`src/rtl/poly_loader_pkg.sv`:
```
// Shared constants and types for the polygon parameter loader: opcodes,
// payload field map and the command-parser state encoding.
package poly_loader_pkg;

   localparam logic [1:0] OP_NOP    = 2'b00;
   localparam logic [1:0] OP_POLY   = 2'b01;
   localparam logic [1:0] OP_BG     = 2'b10;
   localparam logic [1:0] OP_COMMIT = 2'b11;

   localparam int unsigned POLY_PAY_BYTES = 7;
   localparam int unsigned PAY_W          = 8 * POLY_PAY_BYTES;
   localparam int unsigned SLOT_W         = 49;

   localparam int unsigned X_W     = 7;
   localparam int unsigned Y_W     = 6;
   localparam int unsigned COL_W   = 6;
   localparam int unsigned DEP_W   = 3;
   localparam int unsigned V0X_LSB = 0;
   localparam int unsigned V0Y_LSB = 7;
   localparam int unsigned V1X_LSB = 13;
   localparam int unsigned V1Y_LSB = 20;
   localparam int unsigned V2X_LSB = 26;
   localparam int unsigned V2Y_LSB = 33;
   localparam int unsigned COL_LSB = 39;
   localparam int unsigned DEP_LSB = 45;
   localparam int unsigned EN_BIT  = 48;

   typedef enum logic [1:0] {
      StIdle,
      StPolyPay,
      StBgPay,
      StWaitSwap
   } state_e;

endpackage

```
`src/rtl/poly_slot_regs.sv`:
```
// One polygon slot: shadow word written by the host parser, active word
// loaded from shadow on the frame-boundary swap strobe.
module poly_slot_regs
   import poly_loader_pkg::*;
(
   input  logic              i_clk,
   input  logic              i_rst,
   input  logic              i_wr_en,
   input  logic [SLOT_W-1:0] i_wr_word,
   input  logic              i_swap,
   output logic [X_W-1:0]    o_v0_x,
   output logic [Y_W-1:0]    o_v0_y,
   output logic [X_W-1:0]    o_v1_x,
   output logic [Y_W-1:0]    o_v1_y,
   output logic [X_W-1:0]    o_v2_x,
   output logic [Y_W-1:0]    o_v2_y,
   output logic [COL_W-1:0]  o_color,
   output logic [DEP_W-1:0]  o_depth,
   output logic              o_en
);

   logic [SLOT_W-1:0] r_shadow;
   logic [SLOT_W-1:0] r_active;

   always_ff @(posedge i_clk) begin
      if (i_rst) begin
         r_shadow <= '0;
         r_active <= '0;
      end else begin
         if (i_wr_en) r_shadow <= i_wr_word;
         if (i_swap)  r_active <= r_shadow;
      end
   end

   assign o_v0_x  = r_active[V0X_LSB +: X_W];
   assign o_v0_y  = r_active[V0Y_LSB +: Y_W];
   assign o_v1_x  = r_active[V1X_LSB +: X_W];
   assign o_v1_y  = r_active[V1Y_LSB +: Y_W];
   assign o_v2_x  = r_active[V2X_LSB +: X_W];
   assign o_v2_y  = r_active[V2Y_LSB +: Y_W];
   assign o_color = r_active[COL_LSB +: COL_W];
   assign o_depth = r_active[DEP_LSB +: DEP_W];
   assign o_en    = r_active[EN_BIT];

endmodule

```
`src/rtl/poly_param_loader.sv`:
```
// Byte-serial command decoder feeding double-buffered polygon and background
// registers; shadow is copied to active only on a frame_start after COMMIT.
module poly_param_loader
   import poly_loader_pkg::*;
#(
   parameter int unsigned NUM_POLY = 2,
   parameter int unsigned IDX_W    = 3
) (
   input  logic                  clk,
   input  logic                  rst,
   input  logic [7:0]            in_data,
   input  logic                  in_valid,
   output logic                  in_ready,
   input  logic                  frame_start,
   output logic                  swap_pulse,
   output logic [7*NUM_POLY-1:0] v0_x,
   output logic [7*NUM_POLY-1:0] v1_x,
   output logic [7*NUM_POLY-1:0] v2_x,
   output logic [6*NUM_POLY-1:0] v0_y,
   output logic [6*NUM_POLY-1:0] v1_y,
   output logic [6*NUM_POLY-1:0] v2_y,
   output logic [6*NUM_POLY-1:0] poly_color,
   output logic [3*NUM_POLY-1:0] poly_depth,
   output logic [NUM_POLY-1:0]   cmp_en,
   output logic [5:0]            background_color
);

   localparam int unsigned ASM_W = 8 * (POLY_PAY_BYTES - 1);

   state_e           r_state;
   logic [2:0]       r_cnt;
   logic [IDX_W-1:0] r_idx;
   logic [ASM_W-1:0] r_asm;
   logic [5:0]       r_bg_shadow;
   logic [5:0]       r_bg_active;
   logic             r_swap_pulse;

   logic              w_fire;
   logic              w_last;
   logic              w_swap;
   logic [1:0]        w_op;
   logic [SLOT_W-1:0] w_slot_word;

   assign in_ready    = !rst && (r_state != StWaitSwap);
   assign w_fire      = in_valid && in_ready;
   assign w_op        = in_data[7:6];
   assign w_last      = (r_state == StPolyPay) && w_fire && (r_cnt == 3'(POLY_PAY_BYTES - 1));
   assign w_swap      = (r_state == StWaitSwap) && frame_start;
   // Final byte completes the word combinationally so the slot write lands on the same edge.
   assign w_slot_word = {in_data[SLOT_W-ASM_W-1:0], r_asm};

   always_ff @(posedge clk) begin
      if (rst) begin
         r_state      <= StIdle;
         r_cnt        <= '0;
         r_idx        <= '0;
         r_asm        <= '0;
         r_bg_shadow  <= '0;
         r_bg_active  <= '0;
         r_swap_pulse <= 1'b0;
      end else begin
         r_swap_pulse <= w_swap;
         if (w_swap) r_bg_active <= r_bg_shadow;
         unique case (r_state)
            StIdle: begin
               if (w_fire) begin
                  r_idx <= in_data[IDX_W-1:0];
                  case (w_op)
                     OP_POLY: begin
                        r_state <= StPolyPay;
                        r_cnt   <= '0;
                     end
                     OP_BG:     r_state <= StBgPay;
                     OP_COMMIT: r_state <= StWaitSwap;
                     default:   r_state <= StIdle;
                  endcase
               end
            end
            StPolyPay: begin
               if (w_fire) begin
                  // Shift in at the top so byte0 ends up in bits [7:0] after six bytes.
                  r_asm <= {in_data, r_asm[ASM_W-1:8]};
                  r_cnt <= r_cnt + 3'd1;
                  if (w_last) r_state <= StIdle;
               end
            end
            StBgPay: begin
               if (w_fire) begin
                  r_bg_shadow <= in_data[5:0];
                  r_state     <= StIdle;
               end
            end
            StWaitSwap: begin
               if (w_swap) r_state <= StIdle;
            end
            default: r_state <= StIdle;
         endcase
      end
   end

   assign swap_pulse       = r_swap_pulse;
   assign background_color = r_bg_active;

   for (genvar g = 0; g < NUM_POLY; g++) begin : g_slot
      logic w_wr_en;
      // Out-of-range indices match no slot, so their payload is consumed and dropped.
      assign w_wr_en = w_last && (r_idx == IDX_W'(g));

      poly_slot_regs u_slot (
         .i_clk     (clk),
         .i_rst     (rst),
         .i_wr_en   (w_wr_en),
         .i_wr_word (w_slot_word),
         .i_swap    (w_swap),
         .o_v0_x    (v0_x[g*X_W +: X_W]),
         .o_v0_y    (v0_y[g*Y_W +: Y_W]),
         .o_v1_x    (v1_x[g*X_W +: X_W]),
         .o_v1_y    (v1_y[g*Y_W +: Y_W]),
         .o_v2_x    (v2_x[g*X_W +: X_W]),
         .o_v2_y    (v2_y[g*Y_W +: Y_W]),
         .o_color   (poly_color[g*COL_W +: COL_W]),
         .o_depth   (poly_depth[g*DEP_W +: DEP_W]),
         .o_en      (cmp_en[g])
      );
   end

endmodule

```
`config.mk`:
```
export PLATFORM = sky130hd
export DESIGN_NAME = poly_param_loader
export DESIGN_NICKNAME = d
export VERILOG_FILES = /design/src/rtl/poly_loader_pkg.sv /design/src/rtl/poly_slot_regs.sv /design/src/rtl/poly_param_loader.sv
export SDC_FILE = /design/constraint.sdc
export NUM_CORES = 1
export LEC_CHECK = 0
export ABC_AREA = 1
export CAP_MARGIN = 0
export CORE_MARGIN = 2
export CORE_UTILIZATION = 35
export DETAILED_ROUTE_END_ITERATION = 10
export GPL_TIMING_DRIVEN = 0
export HOLD_SLACK_MARGIN = 0.15
export PLACE_DENSITY = 0.6
export SYNTH_ARGS = -nofsm -noshare
export SYNTH_HDL_FRONTEND = slang
export SYNTH_SLANG_ARGS = --single-unit
```
`constraint.sdc`:
```
create_clock -name clk -period 3.33 [get_ports clk]
set_input_delay 0.333 -clock clk [delete_from_list [all_inputs] [get_ports clk]]
set_output_delay 0.333 -clock clk [all_outputs]
set_load 0.02 [all_outputs]
```
---- Word-level counts from Yosys, hierarchy flattened ----
Index checks and enable logic that the tools add are counted.
word-level totals
  register bits after elaboration ......... 265
  bits in latches ......................... 0
  memory bits (writable) .................. 0
  memory bits (read-only) ................. 0
  bits of input ports ..................... 12
  output and inout bits ................... 106
  word-level logic and storage cells ...... 54
  memories ................................ 0
operators by class
  $add $sub $neg .......................... 1
  $mul .................................... 0
  divide/modulo/power cells ............... 0
  magnitude comparators ................... 0
  equal/unequal tests ..................... 15
  shift-type cells ........................ 0
  muxes and demuxes ....................... 11
  bitwise logic cells ..................... 0
  reduce and logical (&&, ||, !) cells .... 16
operator list
  cell                                                                      number
  2-bit 2-to-1 mux                                                          5
  2-bit inequality test (second input constant)                             5
  3-bit 2-to-1 mux                                                          3
  2-bit == test (second input constant)                                     4
  2-bit case mux with 4 select lines                                        1
  1-bit logical AND                                                         7
  2-bit case mux with 3 select lines                                        1
  3-bit case mux with 2 select lines                                        1
  2-bit AND reduction                                                       3
  5-bit AND reduction                                                       1
  2-bit by 1-bit == test with 1-bit output (second input constant)          2
  2-bit by 1-bit inequality test with 1-bit output (second input constant)  2
  4-bit AND reduction                                                       1
  3-bit by 1-bit adder with 3-bit output (second input constant)            1
  3-bit by 1-bit == test with 1-bit output (second input constant)          1
  3-bit == test (second input constant)                                     1
  3-bit zero test                                                           1
  2-bit zero test                                                           1
  2-bit nonzero test                                                        1
  1-bit zero test                                                           1

---- Depth between registers and ports, before layout ----
  word-level depth ........................ 8
  mapped depth ............................ 9
  depth with buffers taken out ............ 7

---- By module ----
Synthesis repeated with hierarchy kept, for this count alone.
unflattened totals
  cell total of the unflattened synthesis .. 1563
  area total of the unflattened synthesis .. 10632.7 sq um
modules (own cells, without submodules)
  module             times used  cells each  area each (sq um)  seq. area each (sq um)
  poly_slot_regs     2           621         4018.9             1961.9
  poly_param_loader  1           321         2595.0             1381.3

---- Worst setup path before layout ----
No wires, ideal clock.
  kind .................................... input port to output port
  start ................................... input rst
  end ..................................... output in_ready
  arrival time ............................ 1.027 ns
  data required time ...................... 2.997 ns
  setup slack ............................. 1.970 ns
  stages on the path ...................... 3
  path buffers ............................ 2
  cells stage by stage .................... clkbuf_1 > clkbuf_1 > nor2_1
on the way
  longest elaborated chain between the ends .. 2
RTL lines
  what               RTL line                 RTL
  from (decl)        poly_param_loader.sv:10  input logic rst,
  1-bit zero test    poly_param_loader.sv:44  assign in_ready = !rst && (r_state != StWaitSwap);
  1-bit logical AND  poly_param_loader.sv:44
  to (decl)          poly_param_loader.sv:13  output logic in_ready,
No other way between the ends.

---- Worst setup path after layout ----
Ends and elaborated chain as after synthesis.

==> flow_summary_export.csv <==
group,metric,value,unit
drt,number_of_design_rule_violations_left_after_detail_routing,0,
clock_network,ctsResizeCount,0,
synth,synthCells,1304,
finish,final_layout_size_suffix_gt1_frac,0.06335,
timing,fin_tns_setup,0,ps
finish,insertedDiodeCount,0,
global_route,wire_length_of_the_first_global_routing_pass,45140,um
synth,synth_ff_type,"sky130_fd_sc_hd__dfxtp_1",
finish,flow.area_growth_from_synthesis,25.30,%
floorplan,core_region_area,0.02801,mm^2
synth,muxShareOfSynthArea,0,
timing,post-route-period-util,0.9144,
setup_path,timing.critical_path.arrival,2710,ps
timing,timing.final.ws_setup,285.1,ps
clock_network,clock_sink_count,265,
finish,final_nets,1464,
synth,ys_ff_latch,265,
synth,synth.top_cells.by_area,"sky130_fd_sc_hd__dfxtp_1 53%, sky130_fd_sc_hd__a21oi_1 13%, sky130_fd_sc_hd__nand3_1 10%",
drt,drt_pre_antenna_iters,5,
synth,synth-edff-count,0,
finish,fillers,2911,
finish,layout_common_cells,"265 x sky130_fd_sc_hd__dfxtp_1, 262 x sky130_fd_sc_hd__a21oi_1, 215 x sky130_fd_sc_hd__nand2_1, 205 x sky130_fd_sc_hd__nand3_1, 116 x sky130_fd_sc_hd__clkdlybuf4s50_1",
synth,synth-xor-area-share,0.0008742,
finish,leading_cell_type_in_the_layout_fill_and_taps_excluded,"sky130_fd_sc_hd__dfxtp_1",
timing,final_hold_viol_count,0,
clock_network,postCtsSetupBuffers,0,
finish,final_cell_area,0.01255,mm^2
timing,worst_slew_margin_rel,0.3616,
synth,netlist-cell-type-count,22,
setup_path,required,3000,ps
floorplan,ios,118,
timing,tightest_slew,957.6,ps
floorplan,starting_density_of_the_core,0.3577,
drt,violation_count_after_the_first_detailed_route_iteration,594,
synth,ys_seq_area_frac,0.5295,
synth,synthAdderAreaFrac,0.002498,
setup_path,end_kind,"output pin",
pwr,max_rail_drop_vdd,0.0003114,V
synth,yosys.area_share.simple,0.2323,
synth,yosys.area.top_type_share,0.5295,
finish,total_area_of_multi_input_combinational_cells,0.003965,mm^2
place,dp_hpwl,20550,um
clock_network,cts_tree,"done",
clock_network,cts_root_buffer,"sky130_fd_sc_hd__clkbuf_16",
clock_network,cts_buffer_depth,3,
synth,synth.net_count,1318,
clock_network,clock_latency_reported_for_the_late_side_of_the_worst_skew_pair,530,ps
synth,async_reset_ff_frac,0,
clock_network,worst_setup_hold_path_clk_slew,60,ps
floorplan,die_x,173.2,um
synth,mappedNetlistArea,0.01002,mm^2
floorplan,floorplan.die.height,173.2,um
place,dp_worst_setup_slack,247.8,ps
global_route,grt_start_max_net_pins,14,
global_route,grt.total_usage,0.1829,
synth,yosysTopAreaCell,"sky130_fd_sc_hd__dfxtp_1",
global_route,antenna_found_initial,0,
drt,post_drt_wl_per_cell,15.11,um
timing,grt_setup_unrepaired,"no",
synth,largest_family_of_logic_cells_by_synthesized_area,"simple AND/OR/NAND/NOR gates",
drt,routed_via_density,4.867,
floorplan,core.rowCount,61,
drt,via_count,8985,
min_path,hold_class,"flop to flop",
pwr,pwr_density_cell,524.6,mW/mm^2
place,placed_area,0.01165,mm^2
status,result_of_the_run,"finished clean",
drt,postRouteAntennaNets,0,
global_route,total_overflow_reported_by_the_global_router,0,
clock_network,tritoncts.num_buffers,28,
place,gp_congestion,0.9048,
timing,maxClockFrequency,328.4,MHz
timing,final-max-slew-violation-count,0,
floorplan,design.die.area,0.02999,mm^2
synth,synth-compound-area-share,0.1601,
global_route,grt_pass1_vias,8670,
timing,finClkSkew,8.647,ps
timing,fin_hold_ws,456.8,ps
timing,final.min_clock_period,3045,ps
drt,drt-total-wl,27890,um
synth,synth_warn,0,
setup_path,crit_fanout,10,
setup_path,critical_path.startpoint_type,"primary input",
setup_path,worst-setup-path-type,"primary input to output pin",
finish,final_util,0.4482,
synth,avgSynthCellArea,7.683,um^2
finish,area.sequential,0.005305,mm^2
pwr,static_leakage,4.408,nW
place,numPortBuffers,116,
timing,finalSetupViolCount,0,
clock_network,cts-htree-levels,1,
clock_network,holdBufCountCts,0,
flow_run,max-cap-violations,0,
report_power, final:
group,total [mW],switching [mW],internal (mW)
Combinational,0.366,0.283,0.0826
Sequential,3.21,0.0155,3.20
Clock,3.01,1.21,1.80
Total,6.59,1.51,5.08
metrics by stage:
stage,cells,power (mW)
after floorplan,1304,3.517
after global placement,1798,3.642
after detailed placement,1798,3.647
after CTS,1846,6.651
after global routing,1846,6.823
final,1846,6.586
synthesized netlist by cell type, types with 2 or more instances:
master and instances:
sky130_fd_sc_hd__nor2_1 110, sky130_fd_sc_hd__nand2_1 215, sky130_fd_sc_hd__ha_1 2, sky130_fd_sc_hd__buf_1 9, sky130_fd_sc_hd__dfxtp_1 265, sky130_fd_sc_hd__clkbuf_1 65, sky130_fd_sc_hd__nor3_1 3, sky130_fd_sc_hd__nand3_1 205
sky130_fd_sc_hd__inv_1 57, sky130_fd_sc_hd__inv_2 3, sky130_fd_sc_hd__a21oi_1 262, sky130_fd_sc_hd__o21ai_0 57, sky130_fd_sc_hd__buf_4 12, sky130_fd_sc_hd__buf_2 31
cells by family (layout without fill, tap and decap cells):
| family | after synthesis | after routing |
|---|---|---|
| xor+xnor | 1 | 1 |
| compound gates | 320 | 320 |
| fa+ha+maj | 2 | 2 |
| buf+inv | 177 | 341 |
| simple gates | 539 | 539 |
| flops | 265 | 265 |
area by class of cell:
type,count,share of cell area
buffer,117,0.04166
clock buffer,45,0.07057
clock inverter,3,0.001196
inverter,60,0.01794
multi-input combinational,862,0.3159
sequential,265,0.4226
tap,378,0.03768
timing repair buffer,116,0.09249
worst max-delay path, stage by stage:
cell                              delay, ps
sky130_fd_sc_hd__clkdlybuf4s50_1        530
sky130_fd_sc_hd__clkbuf_1               740
sky130_fd_sc_hd__clkbuf_1               440
sky130_fd_sc_hd__nor2_1                 110
sky130_fd_sc_hd__clkdlybuf4s50_1        560
layer usage:
metal	global-route usage	up-vias	routed length (um)
li1	-	4640	-
met1	0.2490	4098	13120
met2	0.3053	208	12870
met3	0.02682	39	1419
met4	0.04484	0	484
met5	0	-	0
flip-flops by register name, summed over array words and instances (netlist names):
signal,count
background_color,6
g_slot.u_slot.r_active,98
g_slot.u_slot.r_shadow,98
r_asm,48
r_bg_shadow,6
r_cnt,3
r_idx,3
r_state,2
swap_pulse,1
path summary, 6_finish.rpt:
| check | depth (start not counted) | from | to | slack (ps) |
|---|---|---|---|---|
| hold reg to reg | 2 | g_slot[1].u_slot.r_active[10] | g_slot[1].u_slot.r_active[10] | 460 |
| hold / removal | 2 | g_slot[1].u_slot.r_active[10] | g_slot[1].u_slot.r_active[10] | 460 |
| setup reg to reg | 7 | r_state[0] | g_slot[1].u_slot.r_active[24] | 1250 |
| setup / recovery | 5 | rst | in_ready | 290 |
No activity file was read; power rests on OpenSTA's default activity.
